<file path="config.mk">
export PLATFORM = sky130hd
export DESIGN_NAME = lsu_mem_initiator
export DESIGN_NICKNAME = d
export VERILOG_FILES = /design/src/rtl/lsu_mem_initiator.sv
export SDC_FILE = /design/constraint.sdc
export NUM_CORES = 1
export LEC_CHECK = 0
export BUFFER_PORTS_ARGS = -buffer_cell sky130_fd_sc_hd__buf_2
export CORE_MARGIN = 1.5
export CORE_UTILIZATION = 46
export CTS_BUF_LIST = sky130_fd_sc_hd__clkbuf_8
export DETAILED_ROUTE_END_ITERATION = 10
export PLACE_DENSITY = 0.84
export SYNTH_ARGS = -nofsm -noshare
export SYNTH_HDL_FRONTEND = slang
export SYNTH_SLANG_ARGS = --single-unit
export TNS_END_PERCENT = 1
</file>
<file path="constraint.sdc">
create_clock -name CPU_clk -period 3.2 [get_ports CPU_clk]
set_input_delay 0.16 -clock CPU_clk [delete_from_list [all_inputs] [get_ports CPU_clk]]
set_output_delay 0.16 -clock CPU_clk [all_outputs]
set_load 0.01 [all_outputs]
</file>
<file path="src/rtl/lsu_mem_initiator.sv">
// Load/store initiator: turns one CPU memory request into a word-aligned bus
// access with byte lanes, extends load data, and reports type/alignment/timeout errors.
module lsu_mem_initiator #(
    parameter int WIDTH   = 32,
    parameter int TIMEOUT = 16
) (
    input  logic             CPU_clk,
    input  logic             CPU_rst,
    input  logic             req_valid,
    output logic             req_ready,
    input  logic             req_store,
    input  logic [2:0]       MemDataType,
    input  logic [WIDTH-1:0] req_addr,
    input  logic [WIDTH-1:0] req_wdata,
    output logic             mem_req,
    output logic             mem_we,
    output logic [WIDTH-1:0] mem_addr,
    output logic [3:0]       mem_be,
    output logic [WIDTH-1:0] mem_wdata,
    input  logic             mem_ack,
    input  logic [WIDTH-1:0] mem_rdata,
    output logic             resp_valid,
    input  logic             resp_ready,
    output logic [WIDTH-1:0] resp_rdata,
    output logic [1:0]       resp_err
);

    localparam int CW = $clog2(TIMEOUT);
    localparam logic [CW-1:0] CNT_LAST = CW'(TIMEOUT - 1);

    typedef enum logic [1:0] {IDLE, BUS, RESP} state_t;

    state_t           state, next_state;
    logic             store_q;
    logic [2:0]       type_q;
    logic [WIDTH-1:0] addr_q;
    logic [WIDTH-1:0] wdata_q;
    logic [CW-1:0]    cnt;
    logic [WIDTH-1:0] rdata_q;
    logic [1:0]       err_q;

    logic             illegal;
    logic             misaligned;
    logic [1:0]       req_err;
    logic [1:0]       off;
    logic [WIDTH-1:0] lane;
    logic [WIDTH-1:0] load_data;
    logic             timeout_hit;

    // Request checks only feed registers; mem_* never sees req_* combinationally.
    always_comb begin
        illegal    = req_store ? (MemDataType > 3'b010)
                               : (MemDataType == 3'b011 || MemDataType[2:1] == 2'b11);
        misaligned = (MemDataType[1:0] == 2'b01 && req_addr[0])
                  || (MemDataType == 3'b010 && req_addr[1:0] != 2'b00);
        if (illegal)
            req_err = 2'b10;
        else if (misaligned)
            req_err = 2'b01;
        else
            req_err = 2'b00;
    end

    always_comb begin
        off  = addr_q[1:0];
        lane = mem_rdata >> {off, 3'b000};
        case (type_q)
            3'b000:  load_data = {{(WIDTH-8){lane[7]}}, lane[7:0]};
            3'b001:  load_data = {{(WIDTH-16){lane[15]}}, lane[15:0]};
            3'b100:  load_data = {{(WIDTH-8){1'b0}}, lane[7:0]};
            3'b101:  load_data = {{(WIDTH-16){1'b0}}, lane[15:0]};
            default: load_data = lane;
        endcase
    end

    assign timeout_hit = (cnt == CNT_LAST);

    always_ff @(posedge CPU_clk or posedge CPU_rst) begin
        if (CPU_rst)
            state <= IDLE;
        else
            state <= next_state;
    end

    always_comb begin
        next_state = state;
        case (state)
            IDLE: if (req_valid) next_state = (req_err != 2'b00) ? RESP : BUS;
            BUS:  if (mem_ack || timeout_hit) next_state = RESP;
            RESP: if (resp_ready) next_state = IDLE;
            default: next_state = IDLE;
        endcase
    end

    always_ff @(posedge CPU_clk or posedge CPU_rst) begin
        if (CPU_rst) begin
            store_q <= 1'b0;
            type_q  <= 3'b000;
            addr_q  <= '0;
            wdata_q <= '0;
            cnt     <= '0;
            rdata_q <= '0;
            err_q   <= 2'b00;
        end else begin
            case (state)
                IDLE: begin
                    if (req_valid) begin
                        store_q <= req_store;
                        type_q  <= MemDataType;
                        addr_q  <= req_addr;
                        wdata_q <= req_wdata;
                        cnt     <= '0;
                        rdata_q <= '0;
                        err_q   <= req_err;
                    end
                end
                BUS: begin
                    // An ack in the last allowed cycle beats the timeout.
                    if (mem_ack) begin
                        rdata_q <= store_q ? '0 : load_data;
                        err_q   <= 2'b00;
                    end else if (timeout_hit) begin
                        rdata_q <= '0;
                        err_q   <= 2'b11;
                    end else begin
                        cnt <= cnt + CW'(1);
                    end
                end
                default: ;
            endcase
        end
    end

    always_comb begin
        req_ready  = (state == IDLE);
        mem_req    = (state == BUS);
        mem_we     = mem_req && store_q;
        mem_addr   = mem_req ? {addr_q[WIDTH-1:2], 2'b00} : '0;
        mem_wdata  = mem_we ? (wdata_q << {off, 3'b000}) : '0;
        mem_be     = 4'b0000;
        if (mem_req) begin
            case (type_q[1:0])
                2'b00:   mem_be = 4'b0001 << off;
                2'b01:   mem_be = 4'b0011 << off;
                default: mem_be = 4'b1111;
            endcase
        end
        resp_valid = (state == RESP);
        resp_rdata = rdata_q;
        resp_err   = err_q;
    end

endmodule

</file>
Word level (Yosys, flattened, before mapping)

Cells that the tools add are included.

Output and inout bits: 106
Logic and storage cells: 73
Bits of input ports: 105
Register bits: 108

Multiplexer cells: 26
Reductions and logical operators: 16
Eq/ne operators: 17
Add/subtract/negate cells: 1
Shift operators: 4
Order comparisons: 1

Operators by type and width:

| kind                                                                     | count |
|---|---|
| 32-bit 2-to-1 mux                                                        | 6 |
| 32-bit one-hot mux with 4 select lines                                   | 1 |
| 32-bit one-hot mux with 2 select lines                                   | 1 |
| 32-bit by 5-bit << shifter with 32-bit output                            | 1 |
| 32-bit by 5-bit right shift with 32-bit output                           | 1 |
| 2-bit 2-to-1 mux                                                         | 8 |
| 4-bit 2-to-1 mux                                                         | 4 |
| 4-bit one-hot mux with 2 select lines                                    | 2 |
| 2-bit by 1-bit == test with 1-bit output (second input constant)         | 3 |
| 3-bit by 2-bit == test with 1-bit output (second input constant)         | 2 |
| 3-bit == test (second input constant)                                    | 2 |
| 2-bit inequality test (second input constant)                            | 3 |
| 2-bit one-hot mux with 3 select lines                                    | 1 |
| 3-bit AND reduction                                                      | 2 |
| 2-bit nonzero test                                                       | 3 |
| 4-bit by 1-bit adder with 4-bit output (second input constant)           | 1 |
| 2-bit == test (second input constant)                                    | 2 |
| 4-bit == test (second input constant)                                    | 1 |
| 2-bit logical NOT                                                        | 2 |
| 2-bit by 1-bit inequality test with 1-bit output (second input constant) | 2 |
| 2-bit one-hot mux with 2 select lines                                    | 1 |
| 4-bit AND reduction                                                      | 1 |
| 1-bit by 2-bit << shifter with 4-bit output (first input constant)       | 1 |
| 2-bit by 2-bit << shifter with 4-bit output (first input constant)       | 1 |
| other kinds (8)                                                          | 13 |

Depth between registers and ports, before layout

Gate-level depths: netlist of run 1.

Depth in word-level cells: 9
Depth in mapped cells: 8
Mapped depth without buffers: 5

Least setup slack after synthesis of run 1

OpenSTA, ideal clock, no wires.

Path type: flip-flop to flip-flop
Start: register cnt[0]
End: register rdata_q[24] (netlist: resp_rdata[24])
Cell stages (with the launch flop): 7
Setup slack: 1.442 ns
Required time: 3.073 ns
Arrival time: 1.632 ns
Cells stage by stage: dfrtp_1 ha_1 a31oi_1 a211o_1 clkbuf_1 buf_2 a221o_2

Cells in the longest elaborated chain, start to end: 3

RTL lines:

| item                                                       | RTL line | source |
|---|---|---|
| start, declared                                            | 38       | `logic [CW-1:0] cnt;` |
| start signal, assigned                                     | 126      | `cnt <= cnt + CW'(1);` |
| 4-bit == test                                              | 76       | `assign timeout_hit = (cnt == CNT_LAST);` |
| 3-bit by 1-bit inequality test with 1-bit output (no line) | n/a      |  |
| 3-bit AND reduction (no line)                              | n/a      |  |
| end signal, assigned                                       | 120      | `rdata_q <= store_q ? '0 : load_data;` |
| end, declared                                              | 39       | `logic [WIDTH-1:0] rdata_q;` |

No other way between the ends.
A chain may end at the register's enable or synchronous reset.

Worst setup path in the final report of run 1

Start: register addr_q[1]
End: output port mem_wdata[0]

Cells in the longest elaborated chain, start to end: 2

RTL lines:

| item                                          | RTL line | source |
|---|---|---|
| start, declared                               | 36       | `logic [WIDTH-1:0] addr_q;` |
| start signal, assigned                        | 110      | `addr_q <= req_addr;` |
| 32-bit by 5-bit << shifter with 32-bit output | 139      | `mem_wdata = mem_we ? (wdata_q << {off, 3'b000}) : '0;` |
| 32-bit 2-to-1 mux                             | 139      |  |
| end, declared                                 | 19       | `output logic [WIDTH-1:0] mem_wdata,` |

No other way between the ends.

==> metrics.md, run 1 <==
| Metric | Value |
|---|---|
| Outcome | completed |
| Leakage power | around 4.1 nW |
| Simple-gate share of the synthesized area | a little over a quarter |
| Power per cell area | approximately 680 nW/um2 |
| Clock sinks | around 110 |
| Worst slew pin tran | 868 ps |
| Final Hold Viols | 0 |
| Top post-synthesis cells by area | dfrtp_1, nand2_1, mux2i_1 |
| Synth Flop Type | dfrtp_1 |
| Max Root-Sink Buffers | 2 |
| Reg power frac | between 40 and 50% |
| Largest net degree at the start of global routing | 73 |
| CTS tree | done |
| Post-route cell area | around 7600 um2 |
| Total power | roughly 5 mW |
| Clock power frac | 15.6% |
| Port bufs | 208 |
| Post-Synth XOR/XNOR Area | less than 1% |
| Sw Ratio | approximately 41% |
| Pins Over Slew Limit | 0 |
| CP peak stage delay | ~650 ps |
| Die W | around 110 um |
| Synth Area in Adders | 0.223% |
| FFs w/ async S/R, synth | 100% |
| Routed via count | roughly 5.7k |
| CP startpoint kind | flip-flop |
| Core Area | about 12000 um2 |
| Crit path max-delay family | simple AND/OR/NAND/NOR gates |
| Starting Density | a little under half |
| Syn-to-layout area delta | 34.6% |
| Hpwl dp | 11.2 mm |
| Top-Level Pins | 211 |
| Dpl cell area | between 6000 and 7000 um2 |
| Arr. time, crit path | about 2600 ps |
| Final #Nets | 1017 |
| Vias per cell | approximately 5.4 |
| H-tree Lvls | 3 |
| Mux contribution to synthesized area | just under 8% |
| Drt pass-1 iters | 5 |
| N_diodes | 0 |
| Synth unique cells | 42 |
| Top post-synthesis cells by count | nand2_1, dfrtp_1, nor2_1 |
| Cells after Synth | approximately 660 |
| Number of global-route vias before repair | around 5.7k |
| Die Ht | between 100 and 150 um |
| 1st-iter DRT viols | 425 |
| CTS root buf | clkbuf_8 |
| Psw | 2.10 mW |
| Grt ovf | 0 |
| Synth warn | 0 |
| Post-CTS setup buffers | 0 |
| Yosys reg bits | roughly 110 |
| Die Footprint | approximately 13000 um2 |
| Post-Place Setup Slack | 859 ps |
| Routed Antenna Nets | 0 |
| Final WL | around 18 mm |
| GP Congestion | roughly 0.87 |
| Final Setup Violations | 0 |
| Antenna violations before repair | 0 |
| Post-synth EDFFs | 0 |
| Clk_skew | ~9.9 ps |
| WP data required | around 3000 ps |
| Final WS setup | about 410 ps |
| Buf/Inv on CP | 1 |
| Min Tclk post-route | approximately 2800 ps |
| Maxcap violations | 0 |
| Logic gate share of total power | around 39% |
| Worst setup EP type | primary output |
| Largest family of logic cells by synthesized area | simple AND/OR/NAND/NOR gates |
| Num CTS Buffers | 9 |
| Critical path fanouts, max | 40 |
| Critical path cell sequence | nor3b_1 -> nand2_1 -> nor2_1 -> and2_1 -> buf_2 |
| Rel. slew slack | between 40% and 50% |
| Count leader, synth | nand2_1 |
| Row Count | 40 |
| Top-area cell type share of the netlist area | about half |
| Critical-path top delay cell | dfrtp_2 |
| Synthesized cell area | 5620 um2 |
| Clock Latency Late Sink | 390 ps |
| Routed len/inst | approximately 17 um |
| Hold Crit Class | in2reg |
| GRT Total Usage | around 28% |
| Fraction of layout cells with a size suffix above 1 | 27.1% |
| Final period util | between 80% and 90% |
| Clk slew on worst S/H paths | 90 ps |
| Setup TNS | 0 ps |
| Share of the yosys chip area belonging to registers | between 40% and 50% |
| Unrepaired setup endpoints after global routing | no |
| Mean area per synthesized cell | around 8.5 um2 |
| Internal | around 3 mW |
| Max Freq | 359 MHz |
| Drt drc | 0 |
| Peak VDD IR | roughly 0.00047 V |
| Setup CP Type | reg2out |
| First-pass GRT wire length | ~28 mm |
| Synth Area in Compound Gates | around 12% |
| Area leader, netlist | dfrtp_1 |
per-layer routing:
metal | global-route usage (%) | part of all wire (%)
met1 | 32.3 | 39
met2 | 48.3 | 50
met3 | 7.39 | 8.1
met4 | 11.8 | 3.2
met5 | 0 | 0
path summary, 6_finish.rpt:
| check | start | endpoint | slack (ps) | depth (start not counted) |
|---|---|---|---|---|
| worst max-delay path | addr_q[1] | mem_wdata[0] | 410 | 5 |
| worst min-delay path | req_addr[1] | addr_q[1] | 30 | 3 |
| worst max register to register | addr_q[0] | resp_rdata[26] | 860 | 4 |
| worst min register to register | resp_rdata[6] | resp_rdata[6] | 480 | 2 |
| max in group asynchronous | CPU_rst | wdata_q[20] | 2020 | 4 |
| min in group asynchronous | CPU_rst | addr_q[15] | 450 | 3 |
cell usage in the layout, fill, tap and decap left out, drive strengths merged, types with 2 or more instances in the layout:
| master | n |
|---|---|
| a211o | 9 |
| a211oi | 17 |
| a21oi | 23 |
| a221o | 8 |
| a2bb2oi | 2 |
| a32o | 2 |
| and2 | 38 |
| buf | 215 |
| clkbuf | 12 |
| clkinv | 2 |
| conb | 2 |
| dfrtp | 108 |
| dlygate4sd3 | 68 |
| inv | 6 |
| mux2 | 8 |
| mux2i | 32 |
| nand2 | 232 |
| nand2b | 2 |
| nand3 | 3 |
| nand3b | 8 |
| nor2 | 50 |
| nor2b | 10 |
| nor3 | 2 |
| nor3b | 4 |
| o21ai | 37 |
| o31ai | 2 |
cells by family after synthesis:
kind of cell | after synthesis
flip-flops | 108
multiplexers | 41
adder cells (fa/ha/maj) | 1
AND/OR/NAND/NOR | 354
buffers and inverters | 54
AO/OA/AOI/OAI | 103
other | 1
XOR/XNOR | 2
per-stage QoR:
step | cells | util [%] | hold WS [ps]
2_1_floorplan | 665 | - | 265
3_3_place_gp | 979 | 56.1 | 341
3_5_place_dp | 979 | 56.1 | 352
4_1_cts | 1061 | 63.3 | 8.93
5_1_grt | 1061 | 63.3 | 33.2
6_report | 1061 | 63.3 | 34.7
sequential cells by signal, indices dropped and copies added (netlist names):
| signal | cells |
|---|---|
| addr_q | 32 |
| cnt | 4 |
| resp_err | 2 |
| resp_rdata | 32 |
| state | 2 |
| store_q | 1 |
| type_q | 3 |
| wdata_q | 32 |
final cells by class:
| type | count | area, um2 |
|---|---|---|
| flip-flops and latches | 108 | 2710 |
| clock buffers | 12 | 165 |
| repair buffers | 283 | 1790 |
| well taps | 147 | 184 |
| fillers | 940 | 4400 |
| clock inverters | 2 | 12.5 |
| multi-input cells | 503 | 2690 |
| inverters | 6 | 26.3 |
worst reg2reg max path: cells and delay by family (launching register included):
kind | cells | cell delay [ps]
AO/OA/AOI/OAI | 3 | 1240
XOR/XNOR | 1 | 170
flip-flops | 1 | 870
power by group through the flow:
stage / logic [mW] / clock network, mW / registers, mW
5_1_grt: 2.22 / 0.868 / 2.40
4_1_cts: 1.96 / 0.814 / 2.31
3_5_place_dp: 1.89 / 0 / 2.33
3_3_place_gp: 1.84 / 0 / 2.32
6_report: 2.00 / 0.799 / 2.33
2_1_floorplan: 1.54 / 0 / 2.12
repair_timing:
| action | 4_1_cts | 5_1_grt |
|---|---|---|
| endpoints found under the hold margin | 127 | 0 |
| hold buffers | 68 | 0 |
| gates resized for setup | 0 | 0 |
Power figures use the tool's default switching activity.
==> inputs of run 2 (changes only) <==
CORE_UTILIZATION = 45   (was 46)
PLACE_DENSITY = 0.83   (was 0.84)
==> metrics.md, run 2 (synthesis gave the netlist of run 1 again) <==
| Metric | Value |
|---|---|
| Critical path fanouts, max | 40 (unchanged) |
| Num CTS Buffers | 9 (unchanged) |
| Row Count | 40 (unchanged) |
| Min Tclk post-route | 2810 ps (+19.2 ps) |
| Max Root-Sink Buffers | 2 (unchanged) |
| First-pass GRT wire length | 28.2 mm (+0.79%) |
| GP Congestion | 0.890 (+2.6%) |
| Syn-to-layout area delta | 34.7% (about the same) |
| Final Setup Violations | 0 (unchanged) |
| Hold Path Origin | resp_ready |
| Die W | 115 um (+1.1%) |
| Hold Path Sink | state[1] |
| Arr. time, crit path | 2650 ps (+20 ps) |
| Routed Antenna Nets | 0 (unchanged) |
| Drt drc | 0 (unchanged) |
| Die Footprint | 13200 um2 (+2.2%) |
| CTS tree | done |
| Peak VDD IR | 0.000409 V (-13%) |
| Vias per cell | 5.28 (-1.7%) |
| Die Ht | 115 um (+1.1%) |
| Clock Latency Late Sink | 390 ps (about the same) |
| Power per cell area | 672 nW/um2 (-0.87%) |
| GRT Total Usage | 27.6% (-0.16 points) |
| RR Endpoint | resp_rdata[25] |
| Final WL | 17.7 mm (about the same) |
| Outcome | completed |
| Max Freq | 356 MHz (-0.68%) |
| Hold Crit Class | in2reg |
| Maxcap violations | 0 (unchanged) |
| Number of global-route vias before repair | 5682 (-0.035%) |
| Grt ovf | 0 (unchanged) |
| Reg2reg start | state[1] |
| Drt pass-1 iters | 5 (unchanged) |
| Routed via count | 5714 (+0.30%) |
| Largest net degree at the start of global routing | 56 (-23%) |
| Most common cell after layout, fill and taps aside | nand2_1 |
| WP data required | 3040 ps (about the same) |
| Pins Over Slew Limit | 0 (unchanged) |
| Final Hold Viols | 0 (unchanged) |
| Setup TNS | 0 ps (unchanged) |
| Total power | 5.09 mW (-0.79%) |
| Core Area | 12100 um2 (+1.3%) |
| Clk slew on worst S/H paths | 100 ps (about the same) |
| R2r worst-path depth | 5 (+1) |
| Worst slew pin tran | 868 ps (+0.179 ps) |
| Final period util | 87.8% (+0.60 points) |
| Hpwl dp | 11.3 mm (+1.1%) |
| CP startpoint kind | flip-flop |
| WHS Path Cells | 2 (-1) |
| Internal reg-to-reg setup slack | 560 ps (-300 ps) |
| Antenna violations before repair | 0 (unchanged) |
| Worst setup EP type | primary output |
| N_diodes | 0 (unchanged) |
| Clock sinks | 108 (unchanged) |
| Clk_skew | 9.71 ps (-0.147 ps) |
| Rel. slew slack | 42.1% (about the same) |
| Setup CP Type | reg2out |
| Starting Density | 46.4% (-0.58 points) |
| H-tree Lvls | 3 (unchanged) |
| Port bufs | 208 (unchanged) |
| 1st-iter DRT viols | 457 (+7.5%) |
| Final #Nets | 1016 (-0.098%) |
| Leakage power | 4.14 nW (-0.23%) |
| Top-Level Pins | 211 (unchanged) |
| Unrepaired setup endpoints after global routing | no |
| Fraction of layout cells with a size suffix above 1 | 27.3% (+0.19 points) |
| CTS root buf | clkbuf_8 |
| Most frequent cells in the layout | nand2_1, buf_2, dfrtp_1, dlygate4sd3_1, nor2_1 |
| Routed len/inst | 16.3 um (-2.1%) |
==> run 2: how the worst max path moves through the flow <==
stage               startpoint              to  slack [ps]
floorplan              CPU_rst       addr_q[0]         190
global placement      state[1]  resp_rdata[25]         700
detailed placement    state[1]  resp_rdata[24]         560
CTS                  addr_q[1]    mem_wdata[2]         410
global route         addr_q[1]    mem_wdata[5]         210
finish               addr_q[1]    mem_wdata[0]         390
==> run 2: routing by layer <==
| metal | GRT usage (%) | share of wire, % |
|---|---|---|
| met1 | 34.1 | 40 |
| met2 | 46.9 | 49 |
| met3 | 5.06 | 6.8 |
| met4 | 13.3 | 3.3 |
| met5 | 0 | 0 |
==> run 2: final cells by class <==
type,instances,area (um2)
timing repair buffer,282,1780
fill,1046,4540
clock inverter,7,43.8
multi-input combinational,503,2690
sequential,108,2710
inverter,6,26.3
tap,168,210
clock buffer,9,124
==> run 2: critical path: stages (launching register included) <==
cell and delay, ps:
dfrtp_2 660, nor3b_1 380, nand2_1 310, nor2_1 550, and2_1 230, buf_2 130
==> run 2: repair_timing <==
item                      CTS  global route
buffers inserted            0             0
hold buffers               67             0
gates resized for setup     0             0
hold endpoints to repair  119             0
==> run 2: power by group <==
group / internal (mW) / switching, mW / leakage, nW
Clock: 0.281 / 0.495 / 0.0906
Combinational: 0.860 / 1.14 / 2.66
Sequential: 1.83 / 0.484 / 1.39
Total: 2.97 / 2.12 / 4.14
==> run 2: per-stage QoR <==
| stage | util [%] | hold WS, ps | cell area, um2 | instances | setup WS, ps |
|---|---|---|---|---|---|
| 3_3_place_gp | 55.6 | 311 | 6730 | 1000 | 695 |
| 3_5_place_dp | 55.6 | 314 | 6730 | 1000 | 561 |
| 5_1_grt | 62.5 | 12.8 | 7570 | 1083 | 207 |
| 2_1_floorplan | - | 265 | 5630 | 665 | 194 |
| 4_1_cts | 62.5 | 2.46 | 7570 | 1083 | 410 |
| 6_report | 62.5 | 15.9 | 7570 | 1083 | 392 |
